==> config.mk <==
export PLATFORM = sky130hd
export DESIGN_NAME = uart_tx_flat
export DESIGN_NICKNAME = d
export VERILOG_FILES = /design/src/rtl/uart_pkg.sv /design/src/rtl/uart_tx_if.sv /design/src/rtl/uart_bit_timer.sv /design/src/rtl/uart_tx.sv /design/src/flat_wrapper.sv
export SDC_FILE = /design/constraint.sdc
export NUM_CORES = 1
export LEC_CHECK = 0
export ABC_AREA = 1
export BUFFER_PORTS_ARGS = -buffer_cell sky130_fd_sc_hd__buf_4
export CELL_PAD_IN_SITES_DETAIL_PLACEMENT = 0
export CELL_PAD_IN_SITES_GLOBAL_PLACEMENT = 1
export CORE_UTILIZATION = 44
export CTS_BUF_LIST = sky130_fd_sc_hd__clkbuf_4
export DETAILED_ROUTE_END_ITERATION = 10
export PLACE_DENSITY = 0.87
export SLEW_MARGIN = 20
export SYNTH_ARGS = -nofsm -noshare
export SYNTH_HDL_FRONTEND = slang
export SYNTH_SLANG_ARGS = --single-unit
==> constraint.sdc <==
create_clock -name clk -period 1.7 [get_ports clk]
set_input_delay 0.085 -clock clk [delete_from_list [all_inputs] [get_ports clk]]
set_output_delay 0.085 -clock clk [all_outputs]
set_load 0.02 [all_outputs]
==> src/rtl/uart_pkg.sv <==
// Shared UART definitions: state encodings, default baud divisor, parity helper.
package uart_pkg;

  localparam int unsigned DEFAULT_CLKS_PER_BIT = 4;

  // Common state names for both transmit and receive FSMs
  typedef enum logic [2:0] {
    IDLE   = 3'd0,
    START  = 3'd1,
    DATA   = 3'd2,
    PARITY = 3'd3,
    STOP   = 3'd4,
    BREAK  = 3'd5,
    MARK   = 3'd6
  } uart_state_e;

  // Parity over up to 8 data bits; narrower words are zero-extended by the caller
  function automatic logic parity_calc(input logic [7:0] data, input logic odd);
    return (^data) ^ odd;
  endfunction

endpackage

==> src/rtl/uart_tx_if.sv <==
// Byte/break handshake between the byte producer and the UART transmitter.
interface uart_tx_if #(
  parameter int unsigned DATA_BITS = 8
);
  logic [DATA_BITS-1:0] data_in;
  logic                 valid;
  logic                 send_break;
  logic                 ready;

  modport master (output data_in, output valid, output send_break, input ready);
  modport slave  (input data_in, input valid, input send_break, output ready);
endinterface

==> src/rtl/uart_bit_timer.sv <==
// Modulo-CLKS_PER_BIT counter; tick_c marks the last cycle of each bit time.
module uart_bit_timer #(
  parameter int unsigned CLKS_PER_BIT = 4
) (
  input  logic clk,
  input  logic reset,
  input  logic clear,
  output logic tick_c
);

  localparam int unsigned CNT_W = (CLKS_PER_BIT > 1) ? $clog2(CLKS_PER_BIT) : 1;

  logic [CNT_W-1:0] cnt_q;

  assign tick_c = (cnt_q == CNT_W'(CLKS_PER_BIT - 1));

  // Count 0..CLKS_PER_BIT-1, wrap on tick, hold at zero while cleared
  always_ff @(posedge clk or posedge reset) begin
    if (reset) begin
      cnt_q <= '0;
    end else if (clear || tick_c) begin
      cnt_q <= '0;
    end else begin
      cnt_q <= cnt_q + CNT_W'(1);
    end
  end

endmodule

==> src/rtl/uart_tx.sv <==
// UART transmitter: serialises bytes LSB first with optional parity, 1/2 stop bits, and BREAK.
module uart_tx
  import uart_pkg::*;
#(
  parameter int unsigned CLKS_PER_BIT = DEFAULT_CLKS_PER_BIT,
  parameter int unsigned DATA_BITS    = 8,
  parameter int unsigned PARITY_EN    = 0,
  parameter int unsigned PARITY_ODD   = 0,
  parameter int unsigned STOP_BITS    = 1,
  parameter int unsigned BREAK_BITS   = 12
) (
  input  logic      clk,
  input  logic      reset,
  uart_tx_if.slave  bus,
  output logic      tx,
  output logic      busy
);

  localparam int unsigned MAX_BITS_A = (DATA_BITS > STOP_BITS) ? DATA_BITS : STOP_BITS;
  localparam int unsigned MAX_BITS   = (BREAK_BITS > MAX_BITS_A) ? BREAK_BITS : MAX_BITS_A;
  localparam int unsigned BIT_W      = (MAX_BITS > 1) ? $clog2(MAX_BITS) : 1;

  uart_state_e          state_q, state_d;
  logic [DATA_BITS-1:0] shift_q, shift_d;
  logic [BIT_W-1:0]     bit_q, bit_d;
  logic                 par_q, par_d;
  logic                 tx_d;
  logic                 ready_q, ready_d;
  logic                 busy_d;
  logic                 tick_c;
  logic                 timer_clr_c;

  assign bus.ready   = ready_q;
  assign timer_clr_c = (state_q == IDLE);

  uart_bit_timer #(
    .CLKS_PER_BIT (CLKS_PER_BIT)
  ) u_bit_timer (
    .clk    (clk),
    .reset  (reset),
    .clear  (timer_clr_c),
    .tick_c (tick_c)
  );

  // State, datapath and registered outputs
  always_ff @(posedge clk or posedge reset) begin
    if (reset) begin
      state_q <= IDLE;
      shift_q <= '0;
      bit_q   <= '0;
      par_q   <= 1'b0;
      tx      <= 1'b1;
      ready_q <= 1'b1;
      busy    <= 1'b0;
    end else begin
      state_q <= state_d;
      shift_q <= shift_d;
      bit_q   <= bit_d;
      par_q   <= par_d;
      tx      <= tx_d;
      ready_q <= ready_d;
      busy    <= busy_d;
    end
  end

  // Next state and next output values; tx_d is the line level of the next state
  always_comb begin
    state_d = state_q;
    shift_d = shift_q;
    bit_d   = bit_q;
    par_d   = par_q;
    tx_d    = tx;
    ready_d = ready_q;
    busy_d  = busy;

    unique case (state_q)
      IDLE: begin
        tx_d    = 1'b1;
        ready_d = 1'b1;
        busy_d  = 1'b0;
        if (bus.send_break) begin
          state_d = BREAK;
          bit_d   = '0;
          tx_d    = 1'b0;
          ready_d = 1'b0;
          busy_d  = 1'b1;
        end else if (bus.valid) begin
          state_d = START;
          shift_d = bus.data_in;
          par_d   = parity_calc(8'(bus.data_in), 1'(PARITY_ODD));
          tx_d    = 1'b0;
          ready_d = 1'b0;
          busy_d  = 1'b1;
        end
      end
      START: begin
        if (tick_c) begin
          state_d = DATA;
          bit_d   = '0;
          tx_d    = shift_q[0];
        end
      end
      DATA: begin
        if (tick_c) begin
          if (bit_q == BIT_W'(DATA_BITS - 1)) begin
            bit_d = '0;
            if (PARITY_EN != 0) begin
              state_d = PARITY;
              tx_d    = par_q;
            end else begin
              state_d = STOP;
              tx_d    = 1'b1;
            end
          end else begin
            bit_d   = bit_q + BIT_W'(1);
            shift_d = {1'b0, shift_q[DATA_BITS-1:1]};
            tx_d    = shift_q[1];
          end
        end
      end
      PARITY: begin
        if (tick_c) begin
          state_d = STOP;
          bit_d   = '0;
          tx_d    = 1'b1;
        end
      end
      STOP: begin
        if (tick_c) begin
          if (bit_q == BIT_W'(STOP_BITS - 1)) begin
            state_d = IDLE;
            bit_d   = '0;
            ready_d = 1'b1;
            busy_d  = 1'b0;
          end else begin
            bit_d = bit_q + BIT_W'(1);
          end
          tx_d = 1'b1;
        end
      end
      BREAK: begin
        if (tick_c) begin
          if (bit_q == BIT_W'(BREAK_BITS - 1)) begin
            state_d = MARK;
            bit_d   = '0;
            tx_d    = 1'b1;
          end else begin
            bit_d = bit_q + BIT_W'(1);
          end
        end
      end
      MARK: begin
        if (tick_c) begin
          state_d = IDLE;
          tx_d    = 1'b1;
          ready_d = 1'b1;
          busy_d  = 1'b0;
        end
      end
      default: begin
        state_d = IDLE;
        tx_d    = 1'b1;
        ready_d = 1'b1;
        busy_d  = 1'b0;
      end
    endcase
  end

endmodule

==> src/flat_wrapper.sv <==
// flat-port wrapper written by rule: the top's interface ports become plain ports
module uart_tx_flat import uart_pkg::*;
#(
  parameter int unsigned CLKS_PER_BIT = DEFAULT_CLKS_PER_BIT,
  parameter int unsigned DATA_BITS    = 8,
  parameter int unsigned PARITY_EN    = 0,
  parameter int unsigned PARITY_ODD   = 0,
  parameter int unsigned STOP_BITS    = 1,
  parameter int unsigned BREAK_BITS   = 12
)
  (clk, reset, tx, busy, bus_data_in, bus_valid, bus_send_break, bus_ready);
  uart_tx_if #(.DATA_BITS(DATA_BITS)) bus_i ();
  input  logic clk;
  input  logic reset;
  output logic tx;
  output logic busy;
  input wire logic [$bits(bus_i.data_in)-1:0] bus_data_in;
  input wire logic [$bits(bus_i.valid)-1:0] bus_valid;
  input wire logic [$bits(bus_i.send_break)-1:0] bus_send_break;
  output wire logic [$bits(bus_i.ready)-1:0] bus_ready;
  assign bus_i.data_in = bus_data_in;
  assign bus_i.valid = bus_valid;
  assign bus_i.send_break = bus_send_break;
  assign bus_ready = bus_i.ready;
  uart_tx #(.CLKS_PER_BIT(CLKS_PER_BIT), .DATA_BITS(DATA_BITS), .PARITY_EN(PARITY_EN), .PARITY_ODD(PARITY_ODD), .STOP_BITS(STOP_BITS), .BREAK_BITS(BREAK_BITS)) u_core (.clk(clk), .reset(reset), .bus(bus_i), .tx(tx), .busy(busy));
endmodule
==> impl_metrics.yaml, run 1 <==
detailed_routing:
  drcViolationCount: 0
  dr.pass1.iters: 4
  drt_iter0_markers: 35
  drt_wl_total_um: 2630
  routed_via_density: 5.18
  via_count: 1160
  drtAntennaViolNets: 0
  wl_per_cell_um: 11.7
floorplan:
  die_width_um: 56.5
  rows: 19
  pin_count: 15
  die_height_um: 56.5
  start_util_pct: 47.1
  core_area_mm2: 0.00278
  dieArea_mm2: 0.00320
pwr:
  power.leakage_nw: 0.828
  p_per_area_mw_per_mm2: 1800
  ir_drop_mv: 0.953
timing:
  period_needed_ns: 1.49
  hold_slack_ns: 0.0920
  setup_tns_ns: 0
  finalSetupViolCount: 0
  period_share_pct: 87.5
  worstMarginPinSlew_ns: 0.313
  rsz0062_at_grt: "no"
  finalHoldViolations: 0
  layout_setup_ws_ns: 0.212
  slew_violations: 0
  relSlewSlack_pct: 79.1
  fmax_mhz: 672
  fin_skew_ns: 0.00500
worst_setup_path:
  crit_path_max_fanout: 9
  rr_startpoint: "u_core.state_q[1]"
  path_class: "flop to flop"
  startpoint_type: "flop"
  end_kind: "flop"
  rr_endpoint: "u_core.shift_q[5]"
  r2r_cells: 8
  crit_chain: "inv_2 -> nand2_2 -> nor2_1 -> nand3_1 -> nand2_4 -> nand2_4 -> nand2_1 -> nand2_1"
  critPathArrivalTime_ns: 1.71
  reg2reg_setup_slack_ns: 0.21
  worst_path_max_delay_cell: "dfrtp_1"
  required_ns: 1.92
  cpPeakStageDelay_ns: 0.51
clocking:
  htree_levels: 1
  postCtsSetupRepairBufs: 0
  clock_latency_ns: 0.31
  cts.sinks: 20
  clockRootBuffer: "clkbuf_4"
  cts_made_buffers: 3
  clk_pin_slew_ns: 0.13
  cts_tree: "yes"
  cts_buffer_depth: 2
final_layout:
  fin_nets: 209
  final_cell_mix: "63 x nand2_1, 22 x nand3_1, 17 x buf_4, 17 x dfrtp_1, 15 x inv_1"
  post-route-util_pct: 54.6
  fin_area_mm2: 0.00152
  final_common_cell: "nand2_1"
  fill_cells: 276
  drive_gt1_share_pct: 25.4
  regArea_um2: 504
  diodes: 0
  multiInputGateArea_um2: 698
  synthToLayoutAreaGrowth_pct: 16.0
place:
  place_worst_setup_slack_ns: 0.192
  place_area_mm2: 0.00144
  routabilityCongestion: 0.911
  port-buffer-count: 14
  dp_hpwl_um: 2000
yosys:
  syn_nets: 187
  synth_cell_types: 24
  synth_area_mm2: 0.00131
  yosysTopAreaCell: "dfrtp_1"
  ys_ff_latch: 20
  syn_avg_cell_area_um2: 7.61
  yosysWarnings: 0
  synthCells: 172
  seq_area_frac_synth_pct: 38.4
  netlist_top_cells_area: "dfrtp_1 34%, nand2_1 18%, nand3_1 8.4%"
  yosysTopAreaCellShare_pct: 34.4
outcome:
  status: "finished, final reports clean"
worst_hold_path:
  hold_depth: 5
  holdPathEnd: "u_core.shift_q[1]"
  min_from: "bus_data_in[1]"
  hold_path.class: "input pin to flop"
grt:
  grt_pass1_vias: 1181
  grt_max_degree: 21
  grt_usage_pct: 19.6
  grt_pass1_wl_um: 4940
  busiest_layer: "met2"
  met3_usage_pct: 2.30
  grt_util_met1_pct: 24.3
  met2_usage_pct: 33.6
  grt-ovfl-total: 0
  antenna_found_initial: 0
job:
  maxCapViolCount: 0
## worst max path at each step
stage                                start                end  slack [ns]
2_1_floorplan  u_core.u_bit_timer.cnt_q[0]    u_core.bit_q[3]        0.40
3_3_place_gp             u_core.state_q[0]  u_core.shift_q[7]        0.17
3_5_place_dp             u_core.state_q[0]  u_core.shift_q[5]        0.19
4_1_cts                  u_core.state_q[0]  u_core.shift_q[6]        0.18
5_1_grt                  u_core.state_q[1]  u_core.shift_q[1]        0.03
6_report                 u_core.state_q[1]  u_core.shift_q[5]        0.21
## logic make-up after synthesis
kind of cell / after synthesis / synth area share (%)
compound gates: 10 / 4.97
xor+xnor: 1 / 0.669
fa+ha+maj: 3 / 2.87
buf+inv: 21 / 8.22
flops: 20 / 38.4
simple gates: 117 / 44.8
## sequential cells by signal, summed over array words and instances (netlist names)
signal	flops
u_core.u_bit_timer.cnt_q	2
u_core.bus.ready	1
u_core.busy	1
u_core.shift_q	8
u_core.bit_q	4
u_core.state_q	3
u_core.tx	1
## where the power goes
group / internal, mW / switching [mW] / total, mW
registers: 0.700 / 0.185 / 0.886
clock network: 0.238 / 0.166 / 0.405
logic: 0.513 / 0.934 / 1.45
total: 1.45 / 1.29 / 2.74
## synth_stat cells
| cell type | instances |
|---|---|
| nand2_1 | 63 |
| nand3_1 | 22 |
| dfrtp_1 | 18 |
| inv_1 | 15 |
| nor2_1 | 11 |
| nand2_4 | 7 |
| o21ai_0 | 5 |
| ha_1 | 3 |
| nand2_2 | 3 |
| nor2_2 | 3 |
| a21oi_2 | 2 |
| dfstp_2 | 2 |
| inv_2 | 2 |
| inv_4 | 2 |
| nand3_2 | 2 |
| nand4_1 | 2 |
| nor3_1 | 2 |
| o21ai_2 | 2 |
| buf_12 | 1 |
| buf_6 | 1 |
| nand2_8 | 1 |
| nor2_8 | 1 |
| o21ai_1 | 1 |
| xor2_1 | 1 |
## layer usage
metal  share of wire (%)  up-vias
li1                    -      582
met1                  45      531
met3                 2.9       11
met2                  49       36
met4                 2.4        0
met5                   0        -
## through the flow
step	cells	power, mW
after floorplan	172	2.05
after global placement	218	2.32
after detailed placement	218	2.34
after CTS	224	2.75
after global routing	224	3.01
final	224	2.74
## final cells by class
cell class                 count  area share (%)
tap                           31            2.56
clock inverter                 1            1.98
timing repair buffer          19            9.73
sequential                    20            33.2
clock buffer                   3            1.48
multi-input combinational    131            46.0
inverter                      19            5.03
## what timing repair did
action,in CTS,in global routing
endpoints found under the hold margin,19,0
endpoints found under the setup margin,0,2
hold buffers,2,0
gates resized for setup,0,1
## critical path: cells and delay by family (launching register included)
family | cells | cell delay [ns]
flops | 1 | 0.51
buf+inv | 1 | 0.13
simple gates | 7 | 0.75
(Power assumes the default switching activity.)
==> run 2: changes to the inputs <==
- CORE_MARGIN: not set -> 2
- CORE_UTILIZATION: 44 -> 43
- SYNTH_HIERARCHICAL: not set -> 1
==> run 2 against run 1 <==
Net effect: cell area fell by 4.7%; global-route usage fell by 2.0 points; hold slack got worse by 0.045 ns; highest routed layer unchanged.
==> impl_metrics.yaml, run 2 <==
pwr:
  p_switching_mw: 1.25
  clkPwrFrac_pct: 9.8
  swShare_pct: 49.1
  ir_drop_mv: 0.979
  p_per_area_mw_per_mm2: 1760
  combPwrFrac_pct: 56.0
  p_seq_share_pct: 34.3
  power.leakage_nw: 0.807
  p_int_mw: 1.30
place:
  dp_hpwl_um: 2080
  routabilityCongestion: 0.962
  port-buffer-count: 14
  place_worst_setup_slack_ns: 0.151
  place_area_mm2: 0.00141
worst_setup_path:
  startpoint_type: "flop"
  crit_chain: "nor2_4 -> nand2_4 -> nor2_4 -> inv_2 -> nand2_4 -> nand2_4 -> nand2_1 -> o21ai_2"
  crit_path_max_fanout: 14
  crit_top_cell: "nand2_4"
  required_ns: 1.90
  critPathArrivalTime_ns: 1.77
  end_kind: "flop"
  worst_path_max_delay_cell: "dfrtp_1"
  path_class: "flop to flop"
  cpPeakStageDelay_ns: 0.52
clocking:
  cts_buffer_depth: 2
  htree_levels: 1
  cts.sinks: 20
  clockRootBuffer: "clkbuf_4"
  cts-resized-gates: 0
  cts_tree: "yes"
  cts_made_buffers: 3
  clk_pin_slew_ns: 0.11
  clock_latency_ns: 0.29
final_layout:
  largest_registers: "u_core/shift_q x8, u_core/bit_q x4, u_core/state_q x3"
  drive_gt1_share_pct: 22.2
  fin_area_mm2: 0.00145
  top_register: "u_core/shift_q"
  synthToLayoutAreaGrowth_pct: 13.1
  fin_nets: 210
  largest_reg_flops: 8
  diodes: 0
  final_common_cell: "nand2_1"
  final_cell_mix: "65 x nand2_1, 23 x nand3_1, 18 x dfrtp_1, 15 x inv_1, 14 x buf_4"
timing:
  finalSetupViolCount: 0
  finalHoldViolations: 0
  fin_skew_ns: 0.00166
  fmax_mhz: 640
  rsz0062_at_grt: "no"
  hold_slack_ns: 0.0467
  slew_violations: 0
  relSlewSlack_pct: 53.6
  layout_setup_ws_ns: 0.136
  worstMarginPinSlew_ns: 0.695
  setup_tns_ns: 0
  period_share_pct: 92.0
  period_needed_ns: 1.56
yosys:
  synthFlopType: "dfrtp_1"
  async_flop_share_pct: 100
  synth_area_mm2: 0.00128
  synth_common_cells: "65 x nand2_1, 23 x nand3_1, 18 x dfrtp_1"
  netlist_top_cells_area: "dfrtp_1 35%, nand2_1 19%, nand3_1 9.0%"
  synthCells: 177
  synth-edff-count: 0
  ys_ff_latch: 20
  yosysTopAreaCellShare_pct: 35.2
  syn_nets: 192
  syn_avg_cell_area_um2: 7.22
  yosysWarnings: 6
  seq_area_frac_synth_pct: 39.3
  yosysTopAreaCell: "dfrtp_1"
  synth_cell_types: 24
  yosysMostFrequentCell: "nand2_1"
floorplan:
  pin_count: 15
  start_util_pct: 46.0
  core_area_mm2: 0.00278
  die_height_um: 58.5
  rows: 19
  dieArea_mm2: 0.00343
  die_width_um: 58.5
detailed_routing:
  via_count: 1172
  drt_wl_total_um: 2690
  routed_via_density: 5.21
  drt_iter0_markers: 83
  drtAntennaViolNets: 0
  dr.pass1.iters: 4
  drcViolationCount: 0
  wl_per_cell_um: 11.9
grt:
  grt_pass1_wl_um: 4630
  grt_pass1_vias: 1076
  grt_max_degree: 19
  grt_usage_pct: 17.5
  antenna_found_initial: 0
  grt-ovfl-total: 0
worst_hold_path:
  hold_path.class: "input pin to flop"
outcome:
  status: "finished, final reports clean"
job:
  maxCapViolCount: 0
## run 2: path summary, 6_finish.rpt
kind,start,to,slack [ns],depth (start not counted)
max in group asynchronous,reset,u_core/bit_q[3],0.81,3
max,u_core/state_q[2],u_core/shift_q[7],0.14,8
max reg2reg,u_core/state_q[2],u_core/shift_q[7],0.14,8
min in group asynchronous,reset,u_core/u_bit_timer/cnt_q[0],0.19,3
min,bus_data_in[7],u_core/shift_q[7],0.05,3
min reg2reg,u_core/u_bit_timer/cnt_q[0],u_core/u_bit_timer/cnt_q[0],0.44,1
## run 2: stage by stage
| step | utilization, % | cells | total power [mW] |
|---|---|---|---|
| finish | 52.0 | 225 | 2.55 |
| global route | 52.0 | 225 | 2.79 |
| CTS | 52.0 | 225 | 2.57 |
| detailed placement | 50.6 | 220 | 2.31 |
| global placement | 50.6 | 220 | 2.27 |
| floorplan | - | 177 | 1.99 |
## run 2: routing by layer
layer  wire [um]  part of all wire [%]  vias to the layer above  global-route usage, %
met5           0                     0                        -                      0
met4          33                   1.2                        0                   8.64
met3         100                   3.7                        4                   2.20
met2        1290                    48                       31                   26.0
met1        1260                    47                      545                   25.2
li1            -                     -                      592                      -
## run 2: cell families after synthesis
logic type / synth area share (%)
AOI/OAI and AO/OA: 5.09
xor gates and xnor gates: 0.685
adders and majority gates: 2.94
buffers and inverters: 7.73
DFF: 39.3
and+or+nand+nor: 44.2
## run 2: area by class of cell
cell class | count | area [um^2]
Tap cell | 31 | 38.8
Clock buffer | 4 | 30.0
Sequential cell | 20 | 503
Multi-Input combinational cell | 133 | 677
Fill cell | 292 | 1340
Timing Repair Buffer | 15 | 115
Inverter | 22 | 82.6
## run 2: what timing repair did
item,CTS,global route
hold endpoints to repair,18,0
buffers inserted,0,0
hold buffers,1,0
## run 2: worst max-delay path: cells and delay by family (launching register included)
family                 cells  cell delay (ns)
and+or+nand+nor            6             0.84
DFF                        1             0.52
buffers and inverters      1             0.07
AOI/OAI and AO/OA          1             0.05
## run 2: power by group through the flow
stage	Sequential [mW]	Clock [mW]	Combinational, mW
6_report	0.874	0.249	1.43
3_3_place_gp	0.876	0	1.39
4_1_cts	0.871	0.258	1.44
2_1_floorplan	0.867	0	1.12
5_1_grt	0.905	0.277	1.61
3_5_place_dp	0.879	0	1.43
